$ cat config.mk
export PLATFORM = sky130hd
export DESIGN_NAME = mul_sequencer
export DESIGN_NICKNAME = d
export VERILOG_FILES = /design/src/rtl/mul_sequencer_pkg.sv /design/src/rtl/mul_sequencer.sv
export SDC_FILE = /design/constraint.sdc
export NUM_CORES = 1
export LEC_CHECK = 0
export ABC_AREA = 1
export CAP_MARGIN = 30
export CORE_MARGIN = 4
export CORE_UTILIZATION = 52
export DETAILED_ROUTE_END_ITERATION = 10
export PLACE_DENSITY = 0.92
export SLEW_MARGIN = 0
export SYNTH_ARGS = -nofsm -noshare
export SYNTH_HDL_FRONTEND = slang
export SYNTH_SLANG_ARGS = --single-unit
export TNS_END_PERCENT = 100
$ cat constraint.sdc
create_clock -name clk -period 13.4 [get_ports clk]
set_input_delay 1.34 -clock clk [delete_from_list [all_inputs] [get_ports clk]]
set_output_delay 1.34 -clock clk [all_outputs]
set_load 0.01 [all_outputs]
$ cat src/rtl/mul_sequencer_pkg.sv
// Shared definitions for the shift-and-add multiply sequencer.
// Includes the ALU control codes and the sequencer FSM state encoding.
package mul_sequencer_pkg;

  localparam int unsigned ALU_CTRL_W = 4;

  localparam logic [ALU_CTRL_W-1:0] ALU_AND   = 4'b0000;
  localparam logic [ALU_CTRL_W-1:0] ALU_OR    = 4'b0001;
  localparam logic [ALU_CTRL_W-1:0] ALU_ADD   = 4'b0010;
  localparam logic [ALU_CTRL_W-1:0] ALU_SUB   = 4'b0110;
  localparam logic [ALU_CTRL_W-1:0] ALU_PASSB = 4'b0111;
  localparam logic [ALU_CTRL_W-1:0] ALU_NOR   = 4'b1100;

  typedef enum logic [1:0] {
    IDLE = 2'd0,
    RUN  = 2'd1,
    DONE = 2'd2
  } state_e;

endpackage

$ cat src/rtl/mul_sequencer.sv
// Sequential shift-and-add multiplier that borrows an external ALU for its additions.
// Returns the low n bits of op_a*op_b; early exit once the remaining multiplier bits are zero.
module mul_sequencer
  import mul_sequencer_pkg::*;
#(
  parameter int unsigned n = 64
) (
  input  logic                  clk,
  input  logic                  rst,
  input  logic                  start,
  input  logic                  abort,
  input  logic [n-1:0]          op_a,
  input  logic [n-1:0]          op_b,
  output logic [n-1:0]          alu_a,
  output logic [n-1:0]          alu_b,
  output logic [ALU_CTRL_W-1:0] alu_ctrl,
  input  logic [n-1:0]          alu_out,
  output logic                  busy,
  output logic                  done,
  output logic [n-1:0]          result,
  output logic                  res_zero
);

  localparam int unsigned CntW = $clog2(n);

  state_e          state_q, state_d;
  logic [n-1:0]    acc_q, acc_d;
  logic [n-1:0]    mcand_q, mcand_d;
  logic [n-1:0]    mplier_q, mplier_d;
  logic [CntW-1:0] count_q, count_d;
  logic [n-1:0]    result_q, result_d;
  logic            res_zero_q, res_zero_d;
  logic            busy_q, busy_d;
  logic            done_q, done_d;

  // Next-state, datapath updates and combinational ALU drive
  always_comb begin
    state_d    = state_q;
    acc_d      = acc_q;
    mcand_d    = mcand_q;
    mplier_d   = mplier_q;
    count_d    = count_q;
    result_d   = result_q;
    res_zero_d = res_zero_q;
    alu_a      = '0;
    alu_b      = '0;
    alu_ctrl   = ALU_AND;

    unique case (state_q)
      IDLE: begin
        if (start) begin
          acc_d    = '0;
          mcand_d  = op_a;
          mplier_d = op_b;
          count_d  = '0;
          state_d  = (op_b != '0) ? RUN : DONE;
        end
      end
      RUN: begin
        alu_a    = acc_q;
        alu_b    = mplier_q[0] ? mcand_q : '0;
        alu_ctrl = ALU_ADD;
        if (abort) begin
          state_d = IDLE;
        end else begin
          acc_d    = alu_out;
          mcand_d  = mcand_q << 1;
          mplier_d = mplier_q >> 1;
          count_d  = count_q + CntW'(1);
          if ((mplier_d == '0) || (count_q == CntW'(n - 1))) begin
            state_d = DONE;
          end
        end
      end
      DONE: begin
        state_d = IDLE;
      end
      default: begin
        state_d = IDLE;
      end
    endcase

    // Result registers update only on entry to DONE, so they hold across aborts
    if ((state_d == DONE) && (state_q != DONE)) begin
      result_d   = acc_d;
      res_zero_d = (acc_d == '0);
    end

    busy_d = (state_d == RUN);
    done_d = (state_d == DONE);
  end

  always_ff @(posedge clk or posedge rst) begin
    if (rst) begin
      state_q    <= IDLE;
      acc_q      <= '0;
      mcand_q    <= '0;
      mplier_q   <= '0;
      count_q    <= '0;
      result_q   <= '0;
      res_zero_q <= 1'b1;
      busy_q     <= 1'b0;
      done_q     <= 1'b0;
    end else begin
      state_q    <= state_d;
      acc_q      <= acc_d;
      mcand_q    <= mcand_d;
      mplier_q   <= mplier_d;
      count_q    <= count_d;
      result_q   <= result_d;
      res_zero_q <= res_zero_d;
      busy_q     <= busy_d;
      done_q     <= done_d;
    end
  end

  assign busy     = busy_q;
  assign done     = done_q;
  assign result   = result_q;
  assign res_zero = res_zero_q;

endmodule

==> out/results.txt <==
Outcome - finished, final reports clean
CTS-repair resized insts - 0
Worst R2R Setup Slack - 9970 ps
Clock edge transition at the registers on the reported setup and hold paths - 60 ps
WS Path Type - register to output port
Worst path bufs/invs - 3
Family with the most delay on the worst path - buffers and inverters
Multi-input logic area - 5590 sq um
Maximum single-stage delay on the critical path - 670 ps
Number of sinks handled by clock tree synthesis - 267
Layout Skew - 18.4 ps
Pin count of the biggest net entering global routing - 249
Max frequency - 0.220 GHz
Number of standard-cell rows in the floorplan - 59
Leak Pwr - 8.76 nW
I/O Buffers - 391
End point of the worst hold path - res_zero$_DFFE_PP1P_
Crit-path slowest cell - dfrtp_1
FF-to-FF Start - state_q[0]$_DFF_PP0_
Post-CTS Setup Repair Bufs - 0
Peak fanout along the critical path - 37
Final routed DRC violation total - 0
Endpoints failing hold - 0
Later-pin clock latency in the skew report - 550 ps
Post-route fraction of the period consumed by the critical path - 33.9%
Util after Layout - 71.6%
Average routed wire per standard cell - 17.6 um
Number of warnings printed during yosys synthesis - 0
Worst endpoint required time - 12060 ps
Post-Place Worst Slack - 9170 ps
P per Cell Area - 139 nW/um^2
Worst ir drop on vdd - 0.101 mV
Average footprint of a synthesized cell - 7.42 sq um
Half-perimeter wire length after placement - 30400 um
Post-Place Cells - 2470
X dimension of the die - 170 um
Count of filler cells inserted in the layout - 1862
Fraction of layout instances using a drive strength above 1 - 3.61%
Post-route setup TNS - 0 ps
Pin slew with the least headroom to its limit - 1130 ps
Reg area - 6680 sq um
Routed Wire Length - 44500 um
Antenna viol nets, final - 0
Synthesis-stage register bit count - 267
Total Routing Usage GR - 29.3%
Setup-failing EPs final - 0
Starting density of the core - 52.8%
Reported max-cap violation count - 0
Final Max Slew Viols - 0
Post-layout nets - 2364
Number of antenna violations at the first check in global routing - 2
Num ports - 395
Worst hold slack - 504 ps
Die footprint - 29100 sq um
Min-Delay Path Class - register to register
Detailed router's first-iteration violation count - 1424
Unrepaired setup endpoints after global routing - false
Buffer type at the clock tree root - clkbuf_16
Post-route setup slack - 8860 ps
Critical Path Sink Type - output port
Layout area overhead - 35.5%
Synth Cell Area - 13700 sq um
Number of iterations in the first detailed-routing pass - 6
Largest buffer count on any clock path - 3
Finished Layout Cells - 2525
Startpoint of the worst hold path - res_zero$_DFFE_PP1P_
TritonCTS clock tree - yes
Post-synth cell types - 29
Y dimension of the die - 170 um
Relative slew margins - 24.9%
R2r endpoint - mcand_q[8]$_DFFE_PP0P_
Vias in the first global route - 13661
Post-synthesis sequential area ratio - 48.7%
Detail-routed via count per cell - 5.49
GP Congestion - 0.895
Number of vias after detailed routing - 13873
H-tree depth - 1
Number of cells traversed by the worst register-to-register path - 8
Post-synthesis cell count - 1850
Global-route congestion overflow total - 0
Area of the core region - 26000 sq um
Global-route wire length before repair - 69500 um
Data arrival time of the critical path - 3200 ps
Total CTS buffers - 28
Ordered list of cells on the worst path - inv_2 > nor2_4 > nand2_2 > buf_12 > nor2_1 > clkdlybuf4s50_1
Worst hold path cell count - 2
Element type at the critical path start - register
Final critical-path required period - 4540 ps
Number of buffers inserted for hold repair after clock tree synthesis - 0
-- area by class of cell --
cell class	count	share of cell area (%)
inverters	227	4.64
multi-input cells	1239	30.1
flip-flops and latches	267	35.9
well taps	335	2.25
repair buffers	404	22.0
diodes	1	0.0135
clock inverters	10	0.780
clock buffers	42	4.37
-- where the power goes --
| group | leakage (nW) | switching (mW) | internal [mW] |
|---|---|---|---|
| Combinational | 4.85 | 0.443 | 0.297 |
| Clock | 0.469 | 0.327 | 0.478 |
| Sequential | 3.43 | 0.0861 | 0.961 |
-- cell families (layout without fill, tap and decap cells) --
| group | after synthesis | count (layout) | synth area share [%] |
|---|---|---|---|
| buf+inv | 346 | 683 | 10.8 |
| flops | 267 | 267 | 48.7 |
| compound gates | 223 | 223 | 10.4 |
| simple gates | 1012 | 1012 | 29.9 |
| other cells | 1 | 4 | 0.0273 |
| fa+ha+maj | 1 | 1 | 0.0912 |
-- worst max-delay path by stage --
stage / start / to / slack, ps / depth (start not counted)
finish: state_q[0]$_DFF_PP0_ / alu_b[5] / 8860 / 6
global route: state_q[0]$_DFF_PP0_ / alu_b[5] / 8760 / 6
CTS: state_q[0]$_DFF_PP0_ / alu_b[5] / 8890 / 6
detailed placement: abort / mcand_q[8]$_DFFE_PP0P_ / 9170 / 8
global placement: start / res_zero$_DFFE_PP1P_ / 8880 / 9
floorplan: rst / acc_q[0]$_DFF_PP0_ / 4710 / 1
-- worst reg2reg max path, delay by kind of cell (launching register included) --
family | cells | cell delay [ps]
and+or+nand+nor | 4 | 1710
buffers and inverters | 3 | 780
DFF | 1 | 670
AOI/OAI and AO/OA | 1 | 170
-- cell usage after synthesis --
cell type	count	area, sq um
a21oi_1	4	20.0
a31oi_1	3	18.8
and2_0	1	6.26
buf_1	11	41.3
buf_2	47	235
buf_4	26	195
buf_6	4	45.0
clkbuf_1	31	116
conb_1	1	3.75
dfrtp_1	266	6660
dfstp_2	1	26.3
ha_1	1	12.5
inv_1	222	833
inv_2	4	15.0
inv_4	1	6.26
nand2_1	555	2080
nand2_2	3	18.8
nand2_4	1	11.3
nand3_1	187	936
nand3_2	3	30.0
nand4_1	9	56.3
nor2_1	250	938
nor2_2	1	6.26
nor2_4	1	11.3
nor3_2	1	10.0
o211ai_1	122	916
o21ai_0	67	335
o21ai_1	26	130
o21ai_2	1	8.76
-- per-layer routing --
layer  GRT usage (%)  vias up  share of wire, %
li1                -     6464                 -
met1            36.8     6500                38
met2            50.2      780                49
met3            6.23      127               9.6
met4            10.6        2               3.7
met5               0        -             0.029
-- stage by stage --
stage | power, mW | cell area, sq um
floorplan | 1.49 | 13700
global placement | 1.75 | 17500
detailed placement | 1.78 | 17600
CTS | 2.60 | 18500
global route | 2.74 | 18600
finish | 2.59 | 18600
-- state kept, by name, indices dropped and copies added (netlist names) --
| signal | count |
|---|---|
| mplier_q | 64 |
| mcand_q | 64 |
| count_q | 6 |
| result | 64 |
| res_zero | 1 |
| state_q | 2 |
| busy | 1 |
| acc_q | 64 |
| done | 1 |
-- cells in the final DEF, fill, tap and decap left out, types with 2 or more instances in the layout --
cell type	synthesis	layout
nor2_1	250	250
clkdlybuf4s50_1	0	390
nand2_1	555	552
o21ai_0	67	67
inv_8	0	2
nand2_2	3	5
nand4_1	9	9
clkinv_2	0	4
nand3_1	187	187
o211ai_1	122	122
conb_1	1	3
nand3_2	3	3
dfrtp_1	266	266
buf_12	0	3
bufinv_16	0	3
clkbuf_16	0	28
a21oi_1	4	4
clkbuf_1	31	8
o21ai_1	26	26
clkbuf_8	0	6
buf_4	26	8
a31oi_1	3	3
inv_1	222	221
inv_2	4	4
buf_16	0	2
No activity file was read; power rests on OpenSTA's default activity.
